--- src/rtl/ctx_mchan.sv ---
// ctx_mchan: multi-channel context update engine.
//
// Holds NUM_CH independent DATA_W-bit context registers. Tagged ops
// {channel, opcode, operand} enter through a FIFO_DEPTH-entry input FIFO.
// Each popped op updates its channel's context. The updated value is
// presented on a registered output with valid/ready back-pressure.
//
// Ports:
//   clk       - clock, all logic on posedge
//   rst_n     - asynchronous active-low reset
//   in_val    - input op valid
//   in_rdy    - FIFO can accept (not full)
//   in_ch     - target channel of the input op
//   in_op     - opcode: 0 PASS, 1 ACC, 2 XOR, 3 CLR
//   in_data   - operand
//   out_val   - result valid
//   out_rdy   - consumer accepts result
//   out_ch    - channel of the result
//   out_data  - post-update context value
//   rd_ch     - debug read select
//   rd_data   - combinational ctx[rd_ch]
//   fifo_cnt  - current FIFO occupancy
//   ovf       - sticky overflow flag (push attempted while full)
module ctx_mchan #(
    parameter  int DATA_W     = 8,
    parameter  int NUM_CH     = 4,
    parameter  int FIFO_DEPTH = 4,
    localparam int CH_W       = $clog2(NUM_CH),
    localparam int PTR_W      = $clog2(FIFO_DEPTH),
    localparam int CNT_W      = $clog2(FIFO_DEPTH) + 1
) (
    input  logic              clk,
    input  logic              rst_n,
    input  logic              in_val,
    output logic              in_rdy,
    input  logic [CH_W-1:0]   in_ch,
    input  logic [1:0]        in_op,
    input  logic [DATA_W-1:0] in_data,
    output logic              out_val,
    input  logic              out_rdy,
    output logic [CH_W-1:0]   out_ch,
    output logic [DATA_W-1:0] out_data,
    input  logic [CH_W-1:0]   rd_ch,
    output logic [DATA_W-1:0] rd_data,
    output logic [CNT_W-1:0]  fifo_cnt,
    output logic              ovf
);

    typedef enum logic [1:0] {
        OP_PASS = 2'd0,
        OP_ACC  = 2'd1,
        OP_XOR  = 2'd2,
        OP_CLR  = 2'd3
    } op_e;

    // FIFO storage
    logic [CH_W-1:0]   fifo_ch [FIFO_DEPTH];
    op_e               fifo_op [FIFO_DEPTH];
    logic [DATA_W-1:0] fifo_d  [FIFO_DEPTH];
    logic [PTR_W-1:0]  wr_ptr;
    logic [PTR_W-1:0]  rd_ptr;

    logic [DATA_W-1:0] ctx [NUM_CH];

    logic              push;
    logic              pop;
    logic              fifo_empty;
    logic [CH_W-1:0]   head_ch;
    op_e               head_op;
    logic [DATA_W-1:0] head_d;
    logic [DATA_W-1:0] head_ctx;
    logic [DATA_W-1:0] new_val;

    // Full/empty come from the registered count only, so a full FIFO
    // refuses a push even on a cycle where it also pops.
    assign in_rdy     = (fifo_cnt != CNT_W'(FIFO_DEPTH));
    assign fifo_empty = (fifo_cnt == '0);
    assign push       = in_val && in_rdy;
    assign pop        = !fifo_empty && (!out_val || out_rdy);

    assign head_ch  = fifo_ch[rd_ptr];
    assign head_op  = fifo_op[rd_ptr];
    assign head_d   = fifo_d[rd_ptr];
    assign head_ctx = ctx[head_ch];

    assign rd_data  = ctx[rd_ch];

    always_comb begin
        new_val = '0;
        unique case (head_op)
            OP_PASS: new_val = head_d;
            OP_ACC:  new_val = head_ctx + head_d;  // carry dropped by width
            OP_XOR:  new_val = head_ctx ^ head_d;
            OP_CLR:  new_val = '0;
            default: new_val = '0;
        endcase
    end

    // Storage is not reset; occupancy and pointers alone define validity.
    always_ff @(posedge clk) begin
        if (push) begin
            fifo_ch[wr_ptr] <= in_ch;
            fifo_op[wr_ptr] <= op_e'(in_op);
            fifo_d[wr_ptr]  <= in_data;
        end
    end

    always_ff @(posedge clk or negedge rst_n) begin
        if (!rst_n) begin
            wr_ptr   <= '0;
            rd_ptr   <= '0;
            fifo_cnt <= '0;
        end else begin
            if (push) wr_ptr <= wr_ptr + 1'b1;
            if (pop)  rd_ptr <= rd_ptr + 1'b1;
            unique case ({push, pop})
                2'b10:   fifo_cnt <= fifo_cnt + 1'b1;
                2'b01:   fifo_cnt <= fifo_cnt - 1'b1;
                default: fifo_cnt <= fifo_cnt;
            endcase
        end
    end

    always_ff @(posedge clk or negedge rst_n) begin
        if (!rst_n) begin
            for (int unsigned i = 0; i < NUM_CH; i++) ctx[i] <= '0;
        end else if (pop) begin
            ctx[head_ch] <= new_val;
        end
    end

    always_ff @(posedge clk or negedge rst_n) begin
        if (!rst_n) begin
            out_val  <= 1'b0;
            out_ch   <= '0;
            out_data <= '0;
        end else if (pop) begin
            out_val  <= 1'b1;
            out_ch   <= head_ch;
            out_data <= new_val;
        end else if (out_val && out_rdy) begin
            out_val  <= 1'b0;
        end
    end

    always_ff @(posedge clk or negedge rst_n) begin
        if (!rst_n) begin
            ovf <= 1'b0;
        end else if (in_val && !in_rdy) begin
            ovf <= 1'b1;
        end
    end

endmodule

--- config.mk ---
export PLATFORM = sky130hd
export DESIGN_NAME = ctx_mchan
export DESIGN_NICKNAME = d
export VERILOG_FILES = /design/src/rtl/ctx_mchan.sv
export SDC_FILE = /design/constraint.sdc
export NUM_CORES = 1
export LEC_CHECK = 0
export ABC_AREA = 1
export BUFFER_PORTS_ARGS = -buffer_cell sky130_fd_sc_hd__clkbuf_2
export CORE_ASPECT_RATIO = 1.25
export CORE_MARGIN = 2
export CORE_UTILIZATION = 60
export DETAILED_ROUTE_END_ITERATION = 10
export GPL_TIMING_DRIVEN = 1
export PLACE_DENSITY = 0.8
export REMOVE_ABC_BUFFERS = 1
export SYNTH_ARGS = -nofsm -noshare
export SYNTH_HDL_FRONTEND = slang
export SYNTH_SLANG_ARGS = --single-unit
--- constraint.sdc ---
create_clock -name clk -period 5.4 [get_ports clk]
set_input_delay 0.81 -clock clk [delete_from_list [all_inputs] [get_ports clk]]
set_output_delay 0.81 -clock clk [all_outputs]
set_load 0.01 [all_outputs]
==> impl_metrics.ini <==
[outcome]
outcome = finished, final reports clean

[sta]
rsz0062_at_grt = no
fin_skew_ps = 10.2
relSlewSlack = 0.235
setup-violations-final = 0
finalCriticalPeriod_ps = 3890
drv_slew = 0
fin_ws_ps = 1510
finalSetupTns_ps = 0
hold_violations = 0
min_period_over_period = 0.721
fmax_mhz = 257
worst_pin_slew_ps = 1140

[die]
start_util = 0.617
chipWidth_um = 84.0
top_level_ports = 42
fp.coreArea_um2 = 7790
num_rows = 36
dieArea_um2 = 8740
die_h_um = 104

[worst_setup_path]
reg2reg_slack_ps = 1510
crit_path_max_fanout = 26
critical-path-max-stage-delay_ps = 900
critical_path_required_ps = 5660
cp_common_cell = nand2_1
end_kind = flop
path_class = reg -> reg
crit_buf_inv = 1
path_cells = inv_6 > nand2_2 > nand3_2 > nand2_2 > nand2_1 > o22ai_1 > a221oi_1 > ha_1 > fa_1 > nand3_1 > nand2_1 > a21oi_1 > o21bai_1 > or2_2 > nand3_1 > nand3_1 > nand2_1 > nand2_1
worstSetupStartpointType = flop
cp_slowest_cell = dfrtp_1
critPathTopFamily = simple AND/OR/NAND/NOR gates
critPathArrivalTime_ps = 4150

[logic_synthesis]
seq_area_frac_synth = 0.566
synth_seq_cells = 99
syn-instance-count = 498
yosys.cell_types.count = 37
ys_warn_count = 0
synth.avg_cell_area_um2 = 9.65
syn_area_um2 = 4800

[placement]
dp_hpwl_um = 7240
pre_cts_ws_ps = 1540
place.gp.congestion = 0.888
portBuffers = 41

[global_route]
antenna_found_initial = 0
gr-usage-all-layers = 0.251
grt.overflow.total = 0
grt_pass1_wl_um = 17500
grt_pass1_vias = 3710
grt_max_degree = 52

[layout]
syn2layout_area_growth_pct = 9.01
final_nets = 571
layout-drive-gt1-share = 0.186
antenna_cells = 0

[drt]
drt_first_pass_iters = 5
wl_per_cell_um = 16.2
vias = 3661
drc = 0
avgViaCountPerCell = 5.74
ant_nets = 0
wirelength_um = 10300
detail_route.iter0.violations = 211

[job]
maxCapViolations = 0

[hold_path]
min_path_type = reg -> reg

[clock_tree]
cts_tree = done
cts_root_buf = clkbuf_8
postCtsSetupRepairBufs = 0
clkTransAtPathRegs_ps = 90
cts_hold_buffers = 0
clock_latency_ps = 360
cts-resized-gates = 0
clkSinkCount = 99
clock_tree.buffer_depth = 2
numCtsBuffers = 9
htree_num_levels = 3
==> final cells by class <==
| cell class | instances | area, um^2 |
|---|---|---|
| Inverter | 37 | 146 |
| Clock inverter | 4 | 51.3 |
| Timing Repair Buffer | 43 | 220 |
| Clock buffer | 12 | 145 |
| Tap cell | 95 | 119 |
| Multi-Input combinational cell | 348 | 1840 |
| Fill cell | 646 | 2550 |
| Sequential cell | 99 | 2720 |
==> tightest hold or removal path, stage by stage (launching register included) <==
cell and delay (ps):
dfrtp_1 350, nand2_1 50, nand2_1 50
==> placed cells by master (no fill, tap or decap), drive strengths merged, types with 3 or more instances in the layout <==
| master | instances |
|---|---|
| edfxtp | 48 |
| clkbuf | 53 |
| a21oi | 7 |
| dfrtp | 51 |
| o22ai | 31 |
| nand3 | 24 |
| ha | 13 |
| o21ai | 45 |
| nand2 | 159 |
| xnor2 | 5 |
| nor2 | 47 |
| xor2 | 3 |
| inv | 37 |
==> per-layer routing <==
| metal | wire [um] | up-vias | share of wire | global-route usage |
|---|---|---|---|---|
| li1 | - | 1754 | - | - |
| met1 | 4100 | 1737 | 0.40 | 0.309 |
| met2 | 5250 | 139 | 0.51 | 0.423 |
| met3 | 604 | 31 | 0.059 | 0.0492 |
| met4 | 348 | 0 | 0.034 | 0.119 |
| met5 | 0 | - | 0 | 0 |
==> synthesized netlist by cell type (all sizes together) <==
library cell | number | share of area
xnor2 | 5 | 0.0091
xor2 | 3 | 0.0055
o21bai | 2 | 0.0031
or2 | 2 | 0.0026
buf | 11 | 0.019
o21ai | 45 | 0.048
nand2 | 159 | 0.13
o211ai | 2 | 0.0052
nand3b | 1 | 0.0016
nor3 | 1 | 0.0010
ha | 13 | 0.034
edfxtp | 48 | 0.30
clkbuf | 3 | 0.0023
dfrtp | 51 | 0.27
o221ai | 1 | 0.0031
fa | 2 | 0.0083
nand3 | 24 | 0.032
nor2 | 47 | 0.039
a221oi | 2 | 0.0036
a22o | 1 | 0.0018
o22ai | 31 | 0.043
inv | 37 | 0.030
a21oi | 7 | 0.0073
==> cell families (layout without fill, tap and decap cells) <==
family                   count (synthesis)  in the layout  synth area share
XOR/XNOR                                 8              8            0.0146
AND/OR/NAND/NOR                        234            234             0.211
flip-flops                              99             99             0.566
adder cells (fa/ha/maj)                 15             15            0.0422
AO/OA/AOI/OAI                           91             91             0.115
buffers and inverters                   51             96            0.0518
==> flip-flops by register name, indices dropped and copies added (netlist names) <==
| name | count |
|---|---|
| out_data | 8 |
| ctx | 32 |
| fifo_cnt | 3 |
| rd_ptr | 2 |
| fifo_d | 32 |
| out_val | 1 |
| fifo_ch | 8 |
| out_ch | 2 |
| fifo_op | 8 |
| ovf | 1 |
| wr_ptr | 2 |
==> path summary, 6_finish.rpt <==
check / startpoint / end / depth (start not counted)
max in group asynchronous: rst_n / wr_ptr[0] / 2
min: out_data[0] / out_data[0] / 2
max: rd_ptr[0] / ctx[22] / 18
max reg2reg: rd_ptr[0] / ctx[22] / 18
min reg2reg: out_data[0] / out_data[0] / 2
min in group asynchronous: rst_n / ctx[5] / 2
==> through the flow <==
stage | std cells | instance area [um^2] | util | hold WS, ps
after floorplan | 484 | 4700 | - | 466
after global placement | 622 | 5040 | 0.647 | 457
after detailed placement | 622 | 5040 | 0.647 | 467
after CTS | 638 | 5240 | 0.672 | 489
after global routing | 638 | 5240 | 0.672 | 520
final | 638 | 5240 | 0.672 | 483
Power is not shown: default switching activity piles up to over one toggle a cycle in this logic, so the estimate is an artifact.
